### src/rtl/pwm_sample_feeder_if.sv
// pwm_sample_feeder_if: valid/ready stream carrying signed 12-bit audio samples
interface pwm_sample_feeder_if;
    logic [11:0] in_sample;
    logic        in_valid;
    logic        in_ready;

    modport master (output in_sample, output in_valid, input in_ready);
    modport slave  (input in_sample, input in_valid, output in_ready);
endinterface

### src/rtl/pwm_sample_feeder.sv
// pwm_sample_feeder: buffers audio samples and hands one offset-binary duty value to the PWM DAC per period
module pwm_sample_feeder #(
    parameter int          DEPTH     = 4,
    parameter int          PERIOD    = 4095,
    parameter logic [11:0] IDLE_CODE = 12'h800
) (
    input  logic                    clk,
    input  logic                    rst_n,
    input  logic                    i_enable,
    input  logic                    i_flush,
    pwm_sample_feeder_if.slave      i_stream,
    output logic [11:0]             o_duty_cycle,
    output logic                    o_period_tick,
    output logic [$clog2(DEPTH):0]  o_fifo_count,
    output logic [15:0]             o_underrun_count
);
    localparam int AW = $clog2(DEPTH);
    localparam int CW = AW + 1;
    localparam int PW = $clog2(PERIOD);
    localparam logic [CW-1:0] FULL = CW'(DEPTH);
    localparam logic [PW-1:0] LAST = PW'(PERIOD - 1);

    logic [11:0]   r_mem [DEPTH];
    logic [AW-1:0] r_wptr;
    logic [AW-1:0] r_rptr;
    logic [CW-1:0] r_count;
    logic [PW-1:0] r_pcnt;
    logic [11:0]   r_duty_cycle;
    logic          r_period_tick;
    logic [15:0]   r_underrun_count;

    logic          w_ready;
    logic          w_push;
    logic          w_boundary;
    logic          w_pop;
    logic          w_underrun;

    // Flush overrides both FIFO ports; a boundary that cannot pop counts as an underrun
    always_comb begin
        w_ready    = r_count < FULL;
        w_push     = i_stream.in_valid && w_ready && !i_flush;
        w_boundary = i_enable && (r_pcnt == LAST);
        w_pop      = w_boundary && (r_count != '0) && !i_flush;
        w_underrun = w_boundary && !w_pop;
    end

    assign i_stream.in_ready = w_ready;
    assign o_duty_cycle      = r_duty_cycle;
    assign o_period_tick     = r_period_tick;
    assign o_fifo_count      = r_count;
    assign o_underrun_count  = r_underrun_count;

    // Sample storage, converted from two's complement to offset binary on the way in
    always_ff @(posedge clk) begin
        if (w_push) begin
            r_mem[r_wptr] <= {~i_stream.in_sample[11], i_stream.in_sample[10:0]};
        end
    end

    // FIFO pointers and occupancy; power-of-two depth lets the pointers wrap naturally
    always_ff @(posedge clk or negedge rst_n) begin
        if (!rst_n) begin
            r_wptr  <= '0;
            r_rptr  <= '0;
            r_count <= '0;
        end else if (i_flush) begin
            r_wptr  <= '0;
            r_rptr  <= '0;
            r_count <= '0;
        end else begin
            if (w_push) r_wptr <= r_wptr + AW'(1);
            if (w_pop)  r_rptr <= r_rptr + AW'(1);
            r_count <= r_count + CW'(w_push) - CW'(w_pop);
        end
    end

    // Period counter runs only while enabled so re-enable always starts a fresh period
    always_ff @(posedge clk or negedge rst_n) begin
        if (!rst_n) begin
            r_pcnt        <= '0;
            r_period_tick <= 1'b0;
        end else begin
            r_pcnt        <= (i_enable && !w_boundary) ? r_pcnt + PW'(1) : '0;
            r_period_tick <= w_boundary;
        end
    end

    // Duty value changes only on a boundary pop or when playback is disabled
    always_ff @(posedge clk or negedge rst_n) begin
        if (!rst_n) begin
            r_duty_cycle <= IDLE_CODE;
        end else if (!i_enable) begin
            r_duty_cycle <= IDLE_CODE;
        end else if (w_pop) begin
            r_duty_cycle <= r_mem[r_rptr];
        end
    end

    // Saturating count of starved periods, cleared only by reset
    always_ff @(posedge clk or negedge rst_n) begin
        if (!rst_n) begin
            r_underrun_count <= '0;
        end else if (w_underrun && (r_underrun_count != 16'hFFFF)) begin
            r_underrun_count <= r_underrun_count + 16'd1;
        end
    end
endmodule
### src/flat_wrapper.sv
// flat-port wrapper written by rule: the top's interface ports become plain ports
module pwm_sample_feeder_flat 
#(
    parameter int          DEPTH     = 4,
    parameter int          PERIOD    = 4095,
    parameter logic [11:0] IDLE_CODE = 12'h800
)
  (clk, rst_n, i_enable, i_flush, o_duty_cycle, o_period_tick, o_fifo_count, o_underrun_count, i_stream_in_sample, i_stream_in_valid, i_stream_in_ready);
  pwm_sample_feeder_if i_stream_i ();
  input  logic clk;
  input  logic rst_n;
  input  logic i_enable;
  input  logic i_flush;
  output logic [11:0] o_duty_cycle;
  output logic o_period_tick;
  output logic [$clog2(DEPTH):0] o_fifo_count;
  output logic [15:0] o_underrun_count;
  input wire logic [$bits(i_stream_i.in_sample)-1:0] i_stream_in_sample;
  input wire logic [$bits(i_stream_i.in_valid)-1:0] i_stream_in_valid;
  output wire logic [$bits(i_stream_i.in_ready)-1:0] i_stream_in_ready;
  assign i_stream_i.in_sample = i_stream_in_sample;
  assign i_stream_i.in_valid = i_stream_in_valid;
  assign i_stream_in_ready = i_stream_i.in_ready;
  pwm_sample_feeder #(.DEPTH(DEPTH), .PERIOD(PERIOD), .IDLE_CODE(IDLE_CODE)) u_core (.clk(clk), .rst_n(rst_n), .i_enable(i_enable), .i_flush(i_flush), .i_stream(i_stream_i), .o_duty_cycle(o_duty_cycle), .o_period_tick(o_period_tick), .o_fifo_count(o_fifo_count), .o_underrun_count(o_underrun_count));
endmodule
### config.mk
export PLATFORM = sky130hd
export DESIGN_NAME = pwm_sample_feeder_flat
export DESIGN_NICKNAME = d
export VERILOG_FILES = /design/src/rtl/pwm_sample_feeder_if.sv /design/src/rtl/pwm_sample_feeder.sv /design/src/flat_wrapper.sv
export SDC_FILE = /design/constraint.sdc
export NUM_CORES = 1
export LEC_CHECK = 0
export ABC_AREA = 1
export CORE_MARGIN = 1.5
export CORE_UTILIZATION = 40
export CTS_CLUSTER_SIZE = 30
export DETAILED_ROUTE_END_ITERATION = 6
export GPL_ROUTABILITY_DRIVEN = 0
export GPL_TIMING_DRIVEN = 0
export PLACE_DENSITY = 0.7
export SLEW_MARGIN = 20
export SYNTH_ARGS = -nofsm -noshare
export SYNTH_HDL_FRONTEND = slang
export SYNTH_SLANG_ARGS = --single-unit
### constraint.sdc
create_clock -name clk -period 2.29 [get_ports clk]
set_clock_uncertainty 0.05 [all_clocks]
set_input_delay 0.687 -clock clk [delete_from_list [all_inputs] [get_ports clk]]
set_output_delay 0.687 -clock clk [all_outputs]
set_load 0.02 [all_outputs]
==> results.sh, run 1 <==
export IMPL_critical_path_arrival_ns=2.69
export IMPL_finalHoldViolations=0
export IMPL_synthCells=471
export IMPL_dr_total_vias=3500
export IMPL_synthesis_nets=498
export IMPL_finalNetCount=570
export IMPL_drv_max_cap_violation_count=0
export IMPL_die_y_um=109
export IMPL_netlist_area_sq_mm=0.00450
export IMPL_place_detailed_hpwl_mm=6.58
export IMPL_max_freq_mhz=407
export IMPL_globalRouteOverflowTotal=0
export IMPL_setup_slack_ns=-0.164
export IMPL_dr_first_iter_drc_count=137
export IMPL_final_core_util=0.517
export IMPL_status="finished with violations"
export IMPL_critPathRequiredTime_ns=2.53
export IMPL_ctsRootBufferMaster="clkbuf_8"
export IMPL_count_of_filler_cells_inserted_in_the_layout=993
export IMPL_cp_max_fo=3
export IMPL_fp_row_count=38
export IMPL_boundaryPins=50
export IMPL_failed_checks="setup timing"
export IMPL_drive_gt1_frac=0.148
export IMPL_grt_max_degree=49
export IMPL_placedInstanceArea_sq_mm=0.00522
export IMPL_timing_worst_setup_path_type="reg2reg"
export IMPL_reg2reg_setup_slack_ns=-0.16
export IMPL_worstSetupStartpointType="flop"
export IMPL_unrepaired_setup_endpoints_after_global_routing="true"
export IMPL_placement_io_buffers=48
export IMPL_drc=0
export IMPL_vdd_drop_max_uv=312
export IMPL_worst_slew_pin_slew_ns=0.627
export IMPL_cts_made_buffers=9
export IMPL_h_tree_levels=3
export IMPL_cts_sinks=96
export IMPL_worst_hold_path_type="in2async"
export IMPL_antennaDiodeCount=0
export IMPL_grt_first_pass_wirelength_mm=16.1
export IMPL_drtAntennaViolNets=0
export IMPL_worst_skew_pair_late_latency_ns=0.36
export IMPL_rr_endpoint="u_core.o_fifo_count[2]"
export IMPL_ff2ff_path_depth=16
export IMPL_slew_violations=0
export IMPL_yosys_cell_types_count=37
export IMPL_fin_crit_ns=2.45
export IMPL_drt_total_wl_mm=10.0
export IMPL_routed_wire_length_per_instance_um=14.5
export IMPL_grt_pass1_vias=3365
export IMPL_vias_per_cell=5.09
export IMPL_globalRouteTotalUtil=0.178
export IMPL_seqCellArea_sq_mm=0.00265
export IMPL_post_synth_cell_area_avg_sq_um=9.55
export IMPL_slew_hr=0.582
export IMPL_synth_seq_area_share=0.588
export IMPL_cts_tree="built"
export IMPL_worst_setup_path_end_kind="flop"
export IMPL_power_density_mw_per_mm2=568
export IMPL_fp_coreArea_sq_mm=0.0109
export IMPL_layout_cell_area_non_filler_sq_mm=0.00563
export IMPL_detail_route_first_pass_iterations=5
export IMPL_crit_reg2reg_launch="u_core.r_pcnt[0]"
export IMPL_multi_input_area_sq_mm=0.00173
export IMPL_initial_utilization=0.413
export IMPL_design_die_area_sq_mm=0.0119
export IMPL_total_leakage_power_uw=0.00233
export IMPL_fp_dieW_um=109
export IMPL_clk_pin_slew_worst_paths_ns=0.09
export IMPL_timing_final_setup_violations=2
export IMPL_synth_ff_latch_count=96
export IMPL_finalCritPeriodShare=1.07
export IMPL_synthesis_yosys_warnings=0
export IMPL_cts_max_path_buffers=2
export IMPL_antenna_found_initial=0
export IMPL_flow_area_growth_from_synthesis_pct=25.2
## Yosys cell counts
master    count  area [sq um]
a21oi_1       7          35.0
a21oi_2       1          8.76
a31oi_1       1          6.26
and2_2        1          7.51
and3_1        3          18.8
buf_1         1          3.75
buf_2         4          20.0
buf_4         2          15.0
buf_6         2          22.5
clkbuf_1      6          22.5
clkinv_2      2          10.0
dfrtp_1      47          1180
dfstp_2       1          26.3
edfxtp_1     48          1440
fa_1          1          20.0
ha_1          9           113
inv_1        35           131
inv_2         3          11.3
nand2_1     112           420
nand2_2       2          12.5
nand2_4       1          11.3
nand3_1      40           200
nand3_2       2          20.0
nand3b_1      1          7.51
nand4_1      10          62.6
nor2_1       54           203
nor2_2        6          37.5
nor2_4        2          22.5
nor3_1       10          50.1
nor3b_1       3          22.5
o211ai_4      1          21.3
o21a_1        1          7.51
o21ai_0      30           150
o21ai_1       1          5.00
o22ai_1      11          68.8
xnor2_1       4          35.0
xor2_1        6          52.6
## worst max-delay path: stages, from the launching register on
cell     delay (ns)
dfrtp_1        0.39
inv_1          0.06
ha_2           0.17
inv_2          0.05
nor2_4         0.08
nand3_2        0.10
nor2_4         0.15
nand3_4        0.09
inv_4          0.08
buf_8          0.11
ha_4           0.20
inv_4          0.05
ha_4           0.12
inv_2          0.03
fa_2           0.33
and3_4         0.18
nor3_4         0.15
## stage by stage
step / setup TNS (ns) / cells / worst slack (ns) / hold WS [ns] / power, uW
6_report: -0.252 / 688 / -0.164 / 0.290 / 3200
5_1_grt: -0.400 / 688 / -0.238 / 0.321 / 3320
4_1_cts: -10.15 / 678 / -0.220 / 0.302 / 3200
3_5_place_dp: -57.57 / 659 / -1.24 / 0.428 / 2090
3_3_place_gp: -105.95 / 659 / -1.18 / 0.426 / 2090
2_1_floorplan: -0.148 / 471 / -0.0870 / 0.341 / 2000
## flip-flops by register name (all words and copies together), names as in the netlist
register                 flops
u_core.o_period_tick         1
u_core.o_duty_cycle         12
u_core.r_wptr                2
u_core.o_underrun_count     16
u_core.o_fifo_count          3
u_core.r_pcnt               12
u_core.r_rptr                2
u_core.r_mem                48
## final cells by class
class | instances | share of cell area
sequential | 96 | 0.470
multi-input combinational | 320 | 0.307
timing repair buffer | 61 | 0.112
tap | 140 | 0.0311
inverter | 40 | 0.0291
clock buffer | 10 | 0.0227
buffer | 15 | 0.0173
clock inverter | 6 | 0.0118
## worst max path at each step
stage | startpoint | end | slack, ns | cells after the start
2_1_floorplan | u_core.r_pcnt[0] | u_core.o_fifo_count[2] | -0.09 | 16
3_3_place_gp | rst_n | u_core.o_fifo_count[2] | -1.18 | 1
3_5_place_dp | i_flush | u_core.r_mem[0][7] | -1.24 | 4
4_1_cts | i_stream_in_valid | u_core.r_mem[0][11] | -0.22 | 5
5_1_grt | u_core.r_pcnt[0] | u_core.o_fifo_count[2] | -0.24 | 16
6_report | u_core.r_pcnt[0] | u_core.o_fifo_count[2] | -0.16 | 16
## cells in the final DEF (no fill, tap or decap), types with 3 or more instances in the layout
| cell type | instances |
|---|---|
| nand3_1 | 39 |
| nor2_2 | 6 |
| nor3b_1 | 3 |
| nor2_4 | 8 |
| inv_6 | 3 |
| dfrtp_1 | 46 |
| xor2_1 | 6 |
| buf_4 | 12 |
| nor3_1 | 8 |
| inv_4 | 3 |
| nand4_1 | 10 |
| nand2_1 | 112 |
| edfxtp_1 | 48 |
| clkdlybuf4s50_1 | 43 |
| o22ai_1 | 11 |
| inv_2 | 5 |
| clkbuf_1 | 6 |
| clkinv_2 | 3 |
| inv_1 | 30 |
| buf_12 | 4 |
| ha_1 | 6 |
| o21ai_0 | 30 |
| buf_2 | 4 |
| nor2_1 | 48 |
| clkbuf_8 | 10 |
| xnor2_1 | 4 |
| dlymetal6s2s_1 | 3 |
| a21oi_1 | 7 |
## report_power, final
part	total, uW	switching [uW]	internal (uW)
registers	1870	17.4	1850
clock network	1110	603	512
logic	216	136	80.5
## layer usage
layer,track usage,up-vias,routed length [um]
met3,0.0442,8,519
met2,0.306,99,4850
li1,-,1715,-
met4,0.0338,0,108
met5,0,-,0
met1,0.227,1678,4520
## cells by family (layout without fill, tap and decap cells)
logic type               count (synthesis)  count (layout)  synth area share
flip-flops                              96              96             0.588
XOR/XNOR                                10              10            0.0195
buffers and inverters                   55             132            0.0526
AO/OA/AOI/OAI                           53              53            0.0673
AND/OR/NAND/NOR                        247             247             0.244
adder cells (fa/ha/maj)                 10              10            0.0295
## timing repair
item,CTS,global route
hold buffers,0,0
endpoints found under the hold margin,0,0
setup endpoints to repair,51,53
buffers inserted,3,10
pin swaps,1,6
gates resized for setup,10,14
Power figures use the tool's default switching activity.
==> inputs of run 2 (changes only) <==
--- a/config.mk
+++ b/config.mk
@@ -13,6 +13,7 @@
 export GPL_ROUTABILITY_DRIVEN = 0
 export GPL_TIMING_DRIVEN = 0
 export PLACE_DENSITY = 0.7
+export SKIP_LAST_GASP = 1
 export SLEW_MARGIN = 20
 export SYNTH_ARGS = -nofsm -noshare
 export SYNTH_HDL_FRONTEND = slang
==> results of run 2 <==
Final layout, timing and power as in run 1 (identical DEF).
==> inputs of run 3 (changes only) <==
--- a/config.mk
+++ b/config.mk
@@ -6,6 +6,7 @@
 export NUM_CORES = 1
 export LEC_CHECK = 0
 export ABC_AREA = 1
+export ABC_CLOCK_PERIOD_IN_PS = 2290
 export CORE_MARGIN = 1.5
 export CORE_UTILIZATION = 40
 export CTS_CLUSTER_SIZE = 30
==> results of run 3 <==
Final layout, timing and power as in run 1 (identical DEF).
